## config.mk

```make
export PLATFORM = sky130hd
export DESIGN_NAME = audio_pwm_driver
export DESIGN_NICKNAME = d
export VERILOG_FILES = /design/src/rtl/audio_pwm_driver.sv
export SDC_FILE = /design/constraint.sdc
export NUM_CORES = 1
export LEC_CHECK = 0
export ABC_AREA = 1
export CAP_MARGIN = 0
export CORE_ASPECT_RATIO = 1.5
export CORE_MARGIN = 3
export CORE_UTILIZATION = 50
export CTS_CLUSTER_DIAMETER = 30
export DETAILED_ROUTE_END_ITERATION = 16
export PLACE_DENSITY = 0.81
export REMOVE_ABC_BUFFERS = 1
export SLEW_MARGIN = 10
export SYNTH_ARGS = -nofsm -noshare
export SYNTH_HDL_FRONTEND = slang
export SYNTH_SLANG_ARGS = --single-unit
```

## constraint.sdc

```tcl
create_clock -name clk -period 6.66 [get_ports clk]
set_input_delay 1.332 -clock clk [delete_from_list [all_inputs] [get_ports clk]]
set_output_delay 1.332 -clock clk [all_outputs]
set_load 0.02 [all_outputs]
```

## src/rtl/audio_pwm_driver.sv

```systemverilog
// audio_pwm_driver
//   Turns the tone oscillator's one-cycle at_max strobe into an 8-bit waveform
//   sample, scales it by volume and drives a 256-cycle PWM speaker output.
//   A watchdog mutes the output if ticks stop arriving for IDLE_CYCLES cycles.
//
// Ports
//   clk       system clock (12 MHz)
//   rst       asynchronous reset, active-high
//   tick      waveform-step strobe, one cycle wide
//   enable    level; 0 forces IDLE
//   wave_sel  00 square, 01 sawtooth, 10 triangle, 11 silence
//   volume    amplitude scale 0..15
//   pwm_out   registered speaker drive
//   sample    duty value currently being played
//   active    high while in RUN
module audio_pwm_driver #(
  parameter int unsigned IDLE_CYCLES = 65535
) (
  input  logic       clk,
  input  logic       rst,
  input  logic       tick,
  input  logic       enable,
  input  logic [1:0] wave_sel,
  input  logic [3:0] volume,
  output logic       pwm_out,
  output logic [7:0] sample,
  output logic       active
);

  typedef enum logic [1:0] {
    ST_IDLE  = 2'd0,
    ST_RUN   = 2'd1,
    ST_STALL = 2'd2
  } state_t;

  localparam logic [15:0] IDLE_LAST = 16'(IDLE_CYCLES - 1);

  state_t      state_q, state_d;
  logic [15:0] idle_cnt_q, idle_cnt_d;
  logic [7:0]  phase_q, phase_d;
  logic [7:0]  pwm_cnt_q, pwm_cnt_d;
  logic [7:0]  duty_q, duty_d;
  logic        pwm_q, pwm_d;
  logic        active_q, active_d;

  logic [7:0]  raw;
  logic [11:0] product;
  logic [7:0]  scaled;

  // Next-state logic; enable low overrides everything.
  always_comb begin
    state_d = state_q;
    if (!enable) begin
      state_d = ST_IDLE;
    end else begin
      case (state_q)
        ST_IDLE:  if (tick) state_d = ST_RUN;
        ST_RUN:   if (!tick && (idle_cnt_q == IDLE_LAST)) state_d = ST_STALL;
        ST_STALL: if (tick) state_d = ST_RUN;
        default:  state_d = ST_IDLE;
      endcase
    end
  end

  // Waveform generation from the registered phase, then volume scaling.
  always_comb begin
    raw = 8'd0;
    case (wave_sel)
      2'b00:   raw = phase_q[7] ? 8'hFF : 8'h00;
      2'b01:   raw = phase_q;
      2'b10:   raw = phase_q[7] ? ~{phase_q[6:0], 1'b0} : {phase_q[6:0], 1'b0};
      default: raw = 8'd0;
    endcase
  end

  assign product = 12'(raw) * 12'(volume);
  assign scaled  = product[11:4];

  always_comb begin
    idle_cnt_d = idle_cnt_q;
    if (tick || !enable || (state_q == ST_IDLE)) begin
      idle_cnt_d = 16'd0;
    end else if (state_q == ST_RUN) begin
      idle_cnt_d = idle_cnt_q + 16'd1;
    end

    phase_d = phase_q;
    if (!enable) begin
      phase_d = 8'd0;
    end else if (tick) begin
      phase_d = phase_q + 8'd1;
    end else if (state_q == ST_IDLE) begin
      phase_d = 8'd0;
    end

    pwm_cnt_d = (state_q == ST_IDLE) ? 8'd0 : pwm_cnt_q + 8'd1;

    // Duty is only reloaded at the period wrap, from the pre-increment phase,
    // so a coincident tick never leaks into the period being started.
    duty_d = duty_q;
    if (state_d != ST_RUN) begin
      duty_d = 8'd0;
    end else if (pwm_cnt_q == 8'hFF) begin
      duty_d = scaled;
    end

    pwm_d    = (state_q == ST_RUN) && (pwm_cnt_q < duty_q);
    active_d = (state_d == ST_RUN);
  end

  always_ff @(posedge clk or posedge rst) begin
    if (rst) begin
      state_q    <= ST_IDLE;
      idle_cnt_q <= 16'd0;
      phase_q    <= 8'd0;
      pwm_cnt_q  <= 8'd0;
      duty_q     <= 8'd0;
      pwm_q      <= 1'b0;
      active_q   <= 1'b0;
    end else begin
      state_q    <= state_d;
      idle_cnt_q <= idle_cnt_d;
      phase_q    <= phase_d;
      pwm_cnt_q  <= pwm_cnt_d;
      duty_q     <= duty_d;
      pwm_q      <= pwm_d;
      active_q   <= active_d;
    end
  end

  assign pwm_out = pwm_q;
  assign sample  = duty_q;
  assign active  = active_q;

endmodule

```

# Yosys cells after proc, flatten, opt, wreduce, memory -nomap -nowiden
# Cells that the tools add are included.
# W data, S select, Z words.
dict set report op_classes {
  add_sub_neg 3
  n_lt_le_gt_ge 1
  n_mux 15
  mul 1
  reduce_logical 11
  n_bitwise 1
  n_eq_ne 9
}
# cell count
set op_table {}
lappend op_table {{$mux W8} 8}
lappend op_table {{$mux W16} 2}
lappend op_table {{$pmux W8 S3} 1}
lappend op_table {{$add A16 B1 Y16 const B} 1}
lappend op_table {{$add A8 B1 Y8 const B} 2}
lappend op_table {{$eq A16 B16 Y1 const B} 1}
lappend op_table {{$mul A8 B4 Y12} 1}
lappend op_table {{$eq A8 B8 Y1 const B} 1}
lappend op_table {{$lt A8 B8 Y1} 1}
lappend op_table {{$not A8 Y8} 1}
lappend op_table {{$eq A2 B1 Y1 const B} 3}
lappend op_table {{$mux W2} 3}
lappend op_table {{$eq A2 B2 Y1 const B} 2}
lappend op_table {{$logic_not A2 Y1} 2}
lappend op_table {{$pmux W2 S2} 1}
lappend op_table {{$reduce_bool A2 Y1} 2}
lappend op_table {{$ne A3 B2 Y1 const B} 1}
lappend op_table {{$logic_and A1 B1 Y1} 2}
lappend op_table {{$logic_not A1 Y1} 2}
lappend op_table {{$logic_or A1 B1 Y1} 2}
lappend op_table {{$ne A2 B1 Y1 const B} 1}
lappend op_table {{$reduce_or A2 Y1} 1}
dict set report totals {
  register_bits 44
  input_bits 10
  elab_cells 48
  output_inout_bits 10
}

# Longest topological paths before layout
dict set report logic_depth {
  depth_word 7
  ltp_mapped 20
  mapped_depth_nobuf 20
}

# Least setup slack after synthesis
# Ideal clock, no wire load.
dict set report synth_timing {
  path_kind {in2reg}
  startpoint {in wave_sel[1]}
  endpoint {reg duty_q[7], in the netlist sample[7]}
  path_buffers 0
  arrival_time_ns 4.166
  setup_ns 0.117
  required_ns 6.543
  path_slack_ns 2.377
  cell_stages 18
  cell_sequence {inv_2 -> nand3_2 -> o21ai_0 -> a31oi_1 -> nor2_1 -> fa_1 -> inv_1 -> fa_1 -> inv_1 -> ha_1 -> a21oi_1 -> nor2_1 -> a211oi_1 -> o21ai_2 -> nand2_1 -> nand3b_1 -> nand3_1 -> nand2_1}
}
dict set report synth_between {
  elab_chain_cells 5
  elab_cells_between_ends 7
  cone_classes {mul: 1; eq/ne: 2; mux: 3; reduce/logical: 1}
}
# item line_no
set synth_rtl {}
lappend synth_rtl {{start: declaration} 23} ;# input logic [1:0] wave_sel,
lappend synth_rtl {{$eq A2 B2 Y1, or another cell as far along} 68} ;# case (wave_sel)
lappend synth_rtl {{$pmux W8 S3 (*)} 68}
lappend synth_rtl {{$mul A8 B4 Y12 (*)} 76} ;# assign product = 12'(raw) * 12'(volume);
lappend synth_rtl {{$mux W8 (*)} 103} ;# end else if (pwm_cnt_q == 8'hFF) begin
lappend synth_rtl {{$mux W8 (*)} 101} ;# if (state_d != ST_RUN) begin
lappend synth_rtl {{end signal: assignment} 125} ;# duty_q <= duty_d;
lappend synth_rtl {{end: declaration} 42} ;# logic [7:0] duty_q, duty_d;
# Every way passes the cells marked *; elsewhere a longest branch is shown, timed or not. The select of a mux whose other input is x is not followed.
# A chain may end at the register's enable or synchronous reset.

# Worst setup path after layout
dict set report layout_timing {
  startpoint {in wave_sel[0]}
  endpoint {reg duty_q[5], in the netlist sample[5]}
}
# The elaborated chain is that of the path after synthesis.

==> qor.json <==
{
  "outcome": "complete, no violations",
  "leading_post_synthesis_cells_by_instance_count": "97 x sky130_fd_sc_hd__nand2_1, 90 x sky130_fd_sc_hd__inv_1, 44 x sky130_fd_sc_hd__dfrtp_1",
  "grt_first_pass_wirelength_um": 12100,
  "synth_async_sr_flop_share_pct": 100,
  "endpoints_failing_hold": 0,
  "critical_path.reg2reg.endpoint": "sample[5]$_DFFE_PP0P_",
  "sink_of_the_worst_hold_path": "pwm_cnt_q[0]$_DFF_PP0_",
  "combinational_family_with_the_most_area_after_synthesis": "simple AND/OR/NAND/NOR gates",
  "post-synth-top-count-cell": "sky130_fd_sc_hd__nand2_1",
  "cts_inserted_buffers": 5,
  "die-area_sq_um": 7720,
  "worst-slew-pin-transition_ps": 736,
  "vdd_ir_drop_max_mv": 0.110,
  "first_pass_iters": 4,
  "finalWeightedCongestion": 0.973,
  "number_of_antenna_violations_at_the_first_check_in_global_routing": 0,
  "ctsHoldBuffers": 0,
  "hold_crit_depth": 1,
  "num_antenna_cells": 0,
  "detail_route.wirelength_um": 6620,
  "worst_hold_path_type": "flop to flop",
  "clk-insertion-delay-late_ps": 300,
  "clkTransAtPathRegs_ps": 90,
  "maximum_number_of_pins_on_one_net_before_global_route_repair": 45,
  "crit_path_slowest_cell": "sky130_fd_sc_hd__clkdlybuf4s50_1",
  "postCtsSetupRepairBufs": 0,
  "start_kind": "input pin",
  "worst_clock_skew_ps": 6.70,
  "cp_slowest_stage_delay_ps": 580,
  "timing.fmax_mhz": 204,
  "first_global_vias": 2929,
  "synth_top_cell_by_area": "sky130_fd_sc_hd__dfrtp_1",
  "io_buffers": 19,
  "synth-simple-area-share_pct": 25.8,
  "setup_viol": 0,
  "critical_path_required_ps": 6900,
  "synthAdderAreaFrac_pct": 15.9,
  "ys_types": 35,
  "timing.critical_path.mode_cell": "sky130_fd_sc_hd__nand2_1",
  "place_hpwl_um": 5330,
  "starting_density_pct": 53.0,
  "max_slew_margin_pct": 50.7,
  "drtAntennaViolNets": 0,
  "critical_path.reg2reg.startpoint": "phase_q[7]$_DFFE_PP0N_",
  "num-nets-final": 515,
  "power.share.clock_pct": 39.5,
  "crit_chain": "clkdlybuf4s50_1 -> inv_2 -> nand3_2 -> o21ai_0 -> a31oi_1 -> nor2_1 -> fa_1 -> inv_1 -> fa_1 -> inv_1 -> ha_1 -> a21oi_1 -> nor2_1 -> a211oi_1 -> o21ai_2 -> nand2_1 -> nand2_1 -> nand2_1 -> nand3_1 -> nand2_1",
  "die_height_um": 106,
  "final_layout_size_suffix_gt1_share_pct": 6.38,
  "netlist_area_sq_um": 3340,
  "global_route.overflow_total": 0,
  "synth.ff_latch_count": 44,
  "synth-edff-count": 0,
  "post_route_worst_hold_slack_ps": 492,
  "cts_root_buf": "sky130_fd_sc_hd__clkbuf_8",
  "clock_path_buffers": 2,
  "critical_path.startpoint": "wave_sel[0]",
  "power.sequential.fraction_pct": 51.9,
  "power-per-cell-area_nw_per_um2": 142,
  "rrSetupSlack_ps": 2760,
  "finalSetupTns_ps": 0,
  "row_count": 35,
  "p_comb_share_pct": 8.6,
  "synth_compound_area_share_pct": 12.1,
  "internal_power_mw": 0.399,
  "mean_number_of_vias_per_cell": 5.27,
  "final_period_minus_worst_setup_slack_ps": 4900,
  "global_route.usage.total_pct": 18.9,
  "tritoncts_clock_tree": "done",
  "synth_top_cells_by_area": "sky130_fd_sc_hd__dfrtp_1 33%, sky130_fd_sc_hd__nand2_1 11%, sky130_fd_sc_hd__inv_1 10%, sky130_fd_sc_hd__ha_1 9.4%, sky130_fd_sc_hd__fa_1 6.6%",
  "leakage_nw": 1.88,
  "ios": 20,
  "slew_violations": 0,
  "htree_num_levels": 2,
  "post_synth_inst_count": 444,
  "unrepaired_setup_endpoints_after_global_routing": "no",
  "cts_resized": 0,
  "core_footprint_sq_um": 6310,
  "yosys.area_share.xor_xnor_pct": 1.83,
  "mapped_avg_cell_area_sq_um": 7.53,
  "die_width_um": 72.8,
  "min_from": "pwm_cnt_q[0]$_DFF_PP0_",
  "seq_area_frac_synth_pct": 32.9,
  "timing.setup.critical_path_class": "input pin to flop",
  "clock_sinks": 44,
  "power.share.switching_pct": 24.6,
  "muxShareOfSynthArea_pct": 0,
  "critical_path_peak_fanout": 6,
  "critical_path_arrival_ps": 5140,
  "area_growth_syn_to_layout_pct": 11.6,
  "total_vias_in_the_final_route": 2868,
  "power.net_switching_mw": 0.130,
  "reg2regPathDepth": 18,
  "element_type_at_the_critical_path_end": "flop",
  "drt-wirelength-per-cell_um": 12.2,
  "max-cap-violations": 0,
  "dr.first_iter.drc_count": 186,
  "flip_flop_cell_with_the_highest_count_after_synthesis": "sky130_fd_sc_hd__dfrtp_1",
  "post-route-drc-count": 0,
  "finalCritPeriodShare_pct": 73.6,
  "area_share_of_the_largest_cell_type_after_synthesis_pct": 32.9,
  "synth_warnings": 0
}
==> cell families after synthesis <==
group                      Yosys count
AOI/OAI and AO/OA                   71
xor gates and xnor gates             7
adders and majority gates           36
buffers and inverters               99
DFF                                 44
and+or+nand+nor                    187
==> per-layer routing <==
layer  routed length (um)  global-route usage [%]  part of all wire, %
met1                 2810                    21.9                   42
met2                 3450                    34.4                   52
met3                  167                    1.42                  2.5
met4                  196                    8.58                  3.0
met5                    0                       0                    0
==> per-stage QoR <==
stage / cell area [sq um] / setup WS (ps) / power, mW / cells / utilization (%)
floorplan: 3330 / 2370 / 0.307 / 442 / -
global placement: 3620 / 1580 / 0.324 / 536 / 57.3
detailed placement: 3620 / 1460 / 0.326 / 536 / 57.3
CTS: 3730 / 1770 / 0.531 / 544 / 59.2
global route: 3730 / 1460 / 0.550 / 544 / 59.2
finish: 3730 / 1760 / 0.529 / 544 / 59.2
==> cells in the final DEF, fill, tap and decap left out <==
cell,n
sky130_fd_sc_hd__nand2_1,97
sky130_fd_sc_hd__inv_1,90
sky130_fd_sc_hd__dfrtp_1,44
sky130_fd_sc_hd__a21oi_1,31
sky130_fd_sc_hd__nor2_1,29
sky130_fd_sc_hd__ha_1,25
sky130_fd_sc_hd__nand3_1,21
sky130_fd_sc_hd__clkdlybuf4s50_1,19
sky130_fd_sc_hd__o21ai_0,17
sky130_fd_sc_hd__nor3_1,13
sky130_fd_sc_hd__fa_1,11
sky130_fd_sc_hd__nand4_1,6
sky130_fd_sc_hd__inv_2,6
sky130_fd_sc_hd__xnor2_1,6
sky130_fd_sc_hd__nor3b_1,6
sky130_fd_sc_hd__o221ai_1,5
sky130_fd_sc_hd__o22ai_1,5
sky130_fd_sc_hd__clkbuf_8,5
sky130_fd_sc_hd__nor2_2,4
sky130_fd_sc_hd__o21ai_1,3
sky130_fd_sc_hd__nor3_4,2
sky130_fd_sc_hd__nand3_2,2
sky130_fd_sc_hd__a211oi_1,2
sky130_fd_sc_hd__o21bai_1,2
sky130_fd_sc_hd__nor3_2,2
sky130_fd_sc_hd__nand2_2,2
sky130_fd_sc_hd__o31ai_1,2
sky130_fd_sc_hd__a31oi_1,2
sky130_fd_sc_hd__nand2_4,1
sky130_fd_sc_hd__a21oi_2,1
sky130_fd_sc_hd__o21ai_2,1
sky130_fd_sc_hd__nand3b_1,1
sky130_fd_sc_hd__nor4_1,1
sky130_fd_sc_hd__clkinv_1,1
sky130_fd_sc_hd__xor2_1,1
sky130_fd_sc_hd__bufinv_16,1
sky130_fd_sc_hd__inv_6,1
sky130_fd_sc_hd__clkinvlp_4,1
sky130_fd_sc_hd__buf_4,1
==> worst max-delay path, delay by kind of cell <==
kind            cells  cell delay, ps
fa+ha+maj           3            1360
buf+inv             4             760
compound gates      5            1050
simple gates        8             650
==> flip-flops by register name, indices dropped and copies added (netlist names) <==
| register | count |
|---|---|
| idle_cnt_q | 16 |
| active | 1 |
| sample | 8 |
| phase_q | 8 |
| pwm_out | 1 |
| pwm_cnt_q | 8 |
| state_q | 2 |
==> worst max path at each step <==
stage	endpoint	slack, ps	cells after the start
2_1_floorplan	sample[7]$_DFFE_PP0P_	2370	18
3_3_place_gp	sample[5]$_DFFE_PP0P_	1580	19
3_5_place_dp	sample[7]$_DFFE_PP0P_	1460	19
4_1_cts	sample[5]$_DFFE_PP0P_	1770	20
5_1_grt	sample[7]$_DFFE_PP0P_	1460	20
6_report	sample[5]$_DFFE_PP0P_	1760	20
==> layout make-up <==
| cell class | instances | area [sq um] |
|---|---|---|
| Clock inverter | 3 | 46.3 |
| Multi-Input combinational cell | 301 | 1860 |
| Fill cell | 572 | 2570 |
| Sequential cell | 44 | 1100 |
| Clock buffer | 5 | 68.8 |
| Tap cell | 74 | 92.6 |
| Timing Repair Buffer | 20 | 198 |
| Inverter | 97 | 364 |
==> power by group through the flow <==
stage | Combinational [mW] | Sequential [mW] | Clock [mW]
floorplan | 0.0267 | 0.280 | 0
global placement | 0.0446 | 0.280 | 0
detailed placement | 0.0458 | 0.280 | 0
CTS | 0.0459 | 0.274 | 0.211
global route | 0.0517 | 0.275 | 0.224
finish | 0.0453 | 0.274 | 0.209
Note: power is estimated with default switching activity, not from simulation.
